## config.mk

```make
export PLATFORM = sky130hd
export DESIGN_NAME = m3_sixsteppwmgen
export DESIGN_NICKNAME = d
export VERILOG_FILES = /design/src/rtl/m3_sixsteppwmgen.sv
export SDC_FILE = /design/constraint.sdc
export NUM_CORES = 1
export LEC_CHECK = 0
export CELL_PAD_IN_SITES_DETAIL_PLACEMENT = 1
export CELL_PAD_IN_SITES_GLOBAL_PLACEMENT = 2
export CORE_UTILIZATION = 40
export CTS_CLUSTER_SIZE = 25
export DETAILED_ROUTE_END_ITERATION = 12
export DONT_BUFFER_PORTS = 1
export PLACE_DENSITY_LB_ADDON = 0.1
export SETUP_SLACK_MARGIN = 0.1
export SYNTH_ARGS = -nofsm -noshare
export SYNTH_HDL_FRONTEND = slang
export SYNTH_SLANG_ARGS = --single-unit
```

## constraint.sdc

```tcl
create_clock -name clkI -period 5.1 [get_ports clkI]
set_clock_uncertainty 0.15 [all_clocks]
set_input_delay 0.51 -clock clkI [delete_from_list [all_inputs] [get_ports clkI]]
set_output_delay 0.51 -clock clkI [all_outputs]
set_load 0.01 [all_outputs]
```

## src/rtl/m3_sixsteppwmgen.sv

```systemverilog
`default_nettype none
// ============================================================================
// Module   : m3_sixsteppwmgen
// Purpose  : Six-step (trapezoidal) commutation for a 3-phase bridge.
//            A divider-free phase accumulator advances the commutation step
//            six times per electrical round. PWM is applied to the high side,
//            the low side of the active low phase is held on, and every
//            phase has dead-time interlocking between its two gates.
// Ports    : clkI          system clock
//            nRstI         asynchronous active-low reset
//            workingI      motor enable; low forces every gate off
//            invRotateI    0 = forward step order, 1 = reverse
//            dstRoundLenI  clocks per electrical revolution (clamped low)
//            powerLevelI   high-side duty, latched at PWM period start
//            gAhO..gClO    registered high/low gate drives, phases A/B/C
//            stepIdxO      current commutation step 0..5
//            roundDoneO    one-clock pulse when the step wraps
// Revision : 1.0  initial release
// ============================================================================
module m3_sixsteppwmgen #(
  parameter int PWM_BITS  = 8,
  parameter int DEAD_CYC  = 4,
  parameter int MIN_ROUND = 6
) (
  input  logic                clkI,
  input  logic                nRstI,
  input  logic                workingI,
  input  logic                invRotateI,
  input  logic [31:0]         dstRoundLenI,
  input  logic [PWM_BITS-1:0] powerLevelI,
  output logic                gAhO,
  output logic                gAlO,
  output logic                gBhO,
  output logic                gBlO,
  output logic                gChO,
  output logic                gClO,
  output logic [2:0]          stepIdxO,
  output logic                roundDoneO
);

  localparam logic [3:0]  c_DEAD    = 4'(DEAD_CYC);
  localparam logic [31:0] c_MINLEN  = 32'(MIN_ROUND);
  localparam logic [2:0]  c_LASTSTP = 3'd5;

  logic [34:0]         r_acc;
  logic [2:0]          r_step;
  logic                r_roundDone;
  logic [PWM_BITS-1:0] r_pwmCnt;
  logic [PWM_BITS-1:0] r_powLat;
  logic [2:0]          r_gH;
  logic [2:0]          r_gL;

  logic [31:0] w_roundLen;
  logic [34:0] w_accInc;
  logic [34:0] w_roundLen35;
  logic        w_advance;
  logic [2:0]  w_nextStep;
  logic        w_wrap;
  logic        w_hiOn;
  logic [2:0]  w_hiMask;
  logic [2:0]  w_loMask;
  logic [2:0]  w_reqH;
  logic [2:0]  w_reqL;

  // Six accumulator units per clock against one round length means one
  // step per roundLen/6 clocks on average, with no divider and no drift.
  assign w_roundLen   = (dstRoundLenI < c_MINLEN) ? c_MINLEN : dstRoundLenI;
  assign w_roundLen35 = {3'b000, w_roundLen};
  assign w_accInc     = r_acc + 35'd6;
  assign w_advance    = (w_accInc >= w_roundLen35);

  always_comb begin
    w_nextStep = r_step;
    if (invRotateI) begin
      w_nextStep = (r_step == 3'd0) ? c_LASTSTP : r_step - 3'd1;
    end else begin
      w_nextStep = (r_step == c_LASTSTP) ? 3'd0 : r_step + 3'd1;
    end
  end

  // The wrap target is the first step of a new round in the current direction.
  assign w_wrap = invRotateI ? (w_nextStep == c_LASTSTP) : (w_nextStep == 3'd0);

  always_ff @(posedge clkI or negedge nRstI) begin
    if (!nRstI) begin
      r_acc       <= '0;
      r_step      <= '0;
      r_roundDone <= 1'b0;
      r_pwmCnt    <= '0;
    end else if (!workingI) begin
      r_acc       <= '0;
      r_step      <= '0;
      r_roundDone <= 1'b0;
      r_pwmCnt    <= '0;
    end else begin
      r_pwmCnt <= r_pwmCnt + PWM_BITS'(1);
      if (w_advance) begin
        r_acc       <= w_accInc - w_roundLen35;
        r_step      <= w_nextStep;
        r_roundDone <= w_wrap;
      end else begin
        r_acc       <= w_accInc;
        r_roundDone <= 1'b0;
      end
    end
  end

  // Duty only changes at the start of a PWM period so no period is truncated.
  always_ff @(posedge clkI or negedge nRstI) begin
    if (!nRstI) begin
      r_powLat <= '0;
    end else if (r_pwmCnt == '0) begin
      r_powLat <= powerLevelI;
    end
  end

  assign w_hiOn = (r_pwmCnt < r_powLat);

  // Phase bit order: [0] = A, [1] = B, [2] = C.
  always_comb begin
    w_hiMask = 3'b000;
    w_loMask = 3'b000;
    case (r_step)
      3'd0:    begin w_hiMask = 3'b001; w_loMask = 3'b010; end
      3'd1:    begin w_hiMask = 3'b001; w_loMask = 3'b100; end
      3'd2:    begin w_hiMask = 3'b010; w_loMask = 3'b100; end
      3'd3:    begin w_hiMask = 3'b010; w_loMask = 3'b001; end
      3'd4:    begin w_hiMask = 3'b100; w_loMask = 3'b001; end
      3'd5:    begin w_hiMask = 3'b100; w_loMask = 3'b010; end
      default: begin w_hiMask = 3'b000; w_loMask = 3'b000; end
    endcase
  end

  assign w_reqH = w_hiOn ? w_hiMask : 3'b000;
  assign w_reqL = w_loMask;

  // A gate may only turn on once its complement has been off for DEAD_CYC
  // clocks. Requests of one phase are mutually exclusive, and a gate that was
  // on last clock holds its complement's counter at zero, so the two gates of
  // a phase can never be on together.
  for (genvar p = 0; p < 3; p++) begin : g_phase
    logic [3:0] r_offH;
    logic [3:0] r_offL;

    always_ff @(posedge clkI or negedge nRstI) begin
      if (!nRstI) begin
        r_gH[p] <= 1'b0;
        r_gL[p] <= 1'b0;
        r_offH  <= c_DEAD;
        r_offL  <= c_DEAD;
      end else begin
        r_gH[p] <= w_reqH[p] & (r_offL == c_DEAD) & workingI;
        r_gL[p] <= w_reqL[p] & (r_offH == c_DEAD) & workingI;
        r_offH  <= r_gH[p] ? 4'd0 : ((r_offH == c_DEAD) ? r_offH : r_offH + 4'd1);
        r_offL  <= r_gL[p] ? 4'd0 : ((r_offL == c_DEAD) ? r_offL : r_offL + 4'd1);
      end
    end
  end

  assign gAhO       = r_gH[0];
  assign gAlO       = r_gL[0];
  assign gBhO       = r_gH[1];
  assign gBlO       = r_gL[1];
  assign gChO       = r_gH[2];
  assign gClO       = r_gL[2];
  assign stepIdxO   = r_step;
  assign roundDoneO = r_roundDone;

endmodule
`default_nettype wire

```

==> flow_summary.yaml <==
run_status:
  outcome: "complete, no violations"
setup_path:
  cp_max_fo: 12
  critPathLaunch: "r_acc[1]$_DFF_PN0_"
  crit_chain: "inv_1 > ha_1 > nor2_1 > buf_4 > nand3_1 > xnor2_1 > ha_1 > and2_1 > and3_1 > o211ai_1 > nand3_1 > o21ai_1 > a31oi_2 > nand2b_4 > buf_4 > a22o_1 > a211oi_1"
  cp.depth: 17
  critPathCaptureType: "register"
  crit_arrival_ps: 4750
  crit_path_top_delay_cell: "o21ai_1"
  start_kind: "register"
  cp.required_ps: 5200
  r2r_cells: 17
  reg2reg_from: "r_acc[1]$_DFF_PN0_"
  path_delay_family: "simple AND/OR/NAND/NOR gates"
  path_buf_inv: 3
  path_class: "reg -> reg"
  critPathMaxStageDelay_ps: 430
power_and_ir_drop:
  ir_drop_uv: 261
  p_total_mw: 4.55
  leakagePower_nw: 3.37
  p_per_area_nw_per_um2: 631
clock_tree:
  cts_setup_buffers: 0
  cts_buffers: 9
  cts_buffer_depth: 2
  clkTransAtPathRegs_ps: 70
  clk_latency_ps: 350
  h-tree-depth: 3
  cts.sinks: 85
  cts_root_buf: "clkbuf_16"
  cts_tree: "yes"
placement:
  postPlaceCellArea_um2: 6820
  dp_hpwl_mm: 14.4
  dp_slack_ps: 73.3
  dpl.cell_count: 990
  place_congestion: 0.801
  portBuffers: 0
logic_synthesis:
  syn_inst: 788
  yosysWarnings: 0
  synth_flop_cell: "dfrtp_1"
  synth_seq_cells: 85
  synth_compound_area_frac: 0.144
  synth_edf_count: 0
  seq_area_frac_synth: 0.323
  async_flop_share: 1.00
  synthMuxAreaShare: 0.0395
  synth_top_family_by_area: "simple AND/OR/NAND/NOR gates"
  synthSimpleGateAreaFrac: 0.230
  synthAdderAreaFrac: 0.107
  ys_types: 59
  syn_avg_cell_area_um2: 8.39
  synthXorXnorAreaFrac: 0.0991
  synthesis.area_um2: 6610
  synth_fp_nets: 888
cells_and_area:
  layout_common_cells: "86 x nor2_1, 79 x dfrtp_1, 67 x nand2_1"
  instances_no_fill: 1010
  nets: 888
  syn_to_final_growth_pct: 8.95
  drive_gt1_frac: 0.0731
  layout_commonest_cell: "nor2_1"
  stdcell_area_um2: 7210
global_routing:
  grt_pass1_vias: 5995
  grt_pass1_wl_mm: 30.2
  grt_overflow_total: 0
  track_usage: 0.232
  grt_max_degree: 86
  antenna_found_initial: 1
hold_path:
  min-delay-start: "workingI"
  worst_hold_path_type: "in -> reg"
  whs_path_depth: 1
route:
  vias: 5664
  ant_nets: 0
  dr.pass1.iters: 4
  post_drt_wl_per_cell_um: 18.4
  drcViolationCount: 0
  via_per_inst: 5.61
  routed_wl_mm: 18.6
  drt-initial-drc-count: 204
floorplanning:
  core_area_um2: 16000
  io_pins: 54
  dieArea_um2: 17100
  die_h_um: 131
  die_x_um: 131
  num_rows: 46
  start_util: 0.413
job:
  maxCapViolations: 0
sta:
  worst_slew_pin_slew_ps: 622
  period_minus_slack_ps: 4650
  fin_setup_tns_ps: 0
  finalMaxSlewViolations: 0
  hold_viol_final: 0
  setup_ws_ps: 454
  max_slew_margin: 0.581
  setup_viol: 0
  fin_crit_sh: 0.911
  rsz0062_at_grt: "false"
  max_clock_freq_ghz: 0.215
power by group:
group	switching, mW	internal, mW
combinational	1.50	1.08
clock	0.291	0.435
sequential	0.289	0.949
total	2.08	2.46
per-layer routing:
layer,part of all wire,track usage,vias up
met5,0,0,-
met4,0.018,0.0811,0
met3,0.027,0.0415,20
met2,0.52,0.423,58
met1,0.43,0.271,2834
li1,-,-,2752
registers in the layout (all words and copies together), names as in the netlist:
name	count
r_acc	35
g_phase.r_offH	12
g_phase.r_offL	12
r_powLat	8
r_pwmCnt	8
stepIdxO	3
gAhO	1
gAlO	1
gBhO	1
gBlO	1
gChO	1
gClO	1
roundDoneO	1
through the flow:
stage,util,hold WS (ps)
4_1_cts,0.449,141
3_3_place_gp,0.426,66.9
6_report,0.450,154
2_1_floorplan,-,64.4
5_1_grt,0.450,147
3_5_place_dp,0.426,67.5
worst paths after layout:
| check | endpoint | slack [ps] |
|---|---|---|
| setup / recovery | stepIdxO[2]$_DFFE_PN0P_ | 450 |
| max in group asynchronous | g_phase[0].r_offH[2]$_DFFE_PN1P_ | 3850 |
| min in group asynchronous | g_phase[2].r_offL[0]$_DFFE_PN0P_ | 580 |
| hold / removal | r_pwmCnt[1]$_DFF_PN0_ | 150 |
| setup reg to reg | stepIdxO[2]$_DFFE_PN0P_ | 450 |
| hold reg to reg | r_powLat[0]$_DFFE_PN0N_ | 360 |
cells by family after synthesis:
family / after synthesis
compound gates: 155
xor+xnor: 74
fa+ha+maj: 56
buf+inv: 87
flops: 85
mux: 25
simple gates: 306
final cells by class:
| class | count | area [um^2] |
|---|---|---|
| Antenna cell | 1 | 2.50 |
| Clock buffer | 10 | 229 |
| Clock inverter | 6 | 95.1 |
| Fill cell | 1965 | 8790 |
| Inverter | 65 | 244 |
| Multi-Input combinational cell | 617 | 4120 |
| Sequential cell | 85 | 2130 |
| Tap cell | 216 | 270 |
| Timing Repair Buffer | 10 | 110 |
synthesized netlist by cell type, drive strengths merged, types with 10 or more instances:
| cell type | n | area (um^2) |
|---|---|---|
| nor4 | 15 | 93.8 |
| nor3 | 21 | 105 |
| a211oi | 10 | 90.1 |
| nand2b | 13 | 88.8 |
| a21oi | 59 | 295 |
| clkbuf | 16 | 61.3 |
| mux2i | 16 | 160 |
| xor2 | 31 | 272 |
| dfrtp | 79 | 1980 |
| a21o | 16 | 120 |
| nand3b | 11 | 82.6 |
| ha | 55 | 688 |
| o21ai | 34 | 170 |
| nand4 | 11 | 75.1 |
| nand3 | 46 | 230 |
| xnor2 | 43 | 384 |
| inv | 64 | 240 |
| nor2 | 86 | 323 |
| nand2 | 67 | 251 |
worst register-to-register path, delay by kind of cell, from the launching register on:
family / cells / cell delay, ps
simple gates: 6 / 1370
fa+ha+maj: 2 / 680
compound gates: 5 / 1190
flops: 1 / 420
xor+xnor: 1 / 240
buf+inv: 3 / 510
what timing repair did:
item,4_1_cts,5_1_grt
setup endpoints to repair,4,28
cloned,0,1
endpoints found under the hold margin,85,0
gates resized for setup,1,3
hold buffers,2,0
Note: power is estimated with default switching activity, not from simulation.
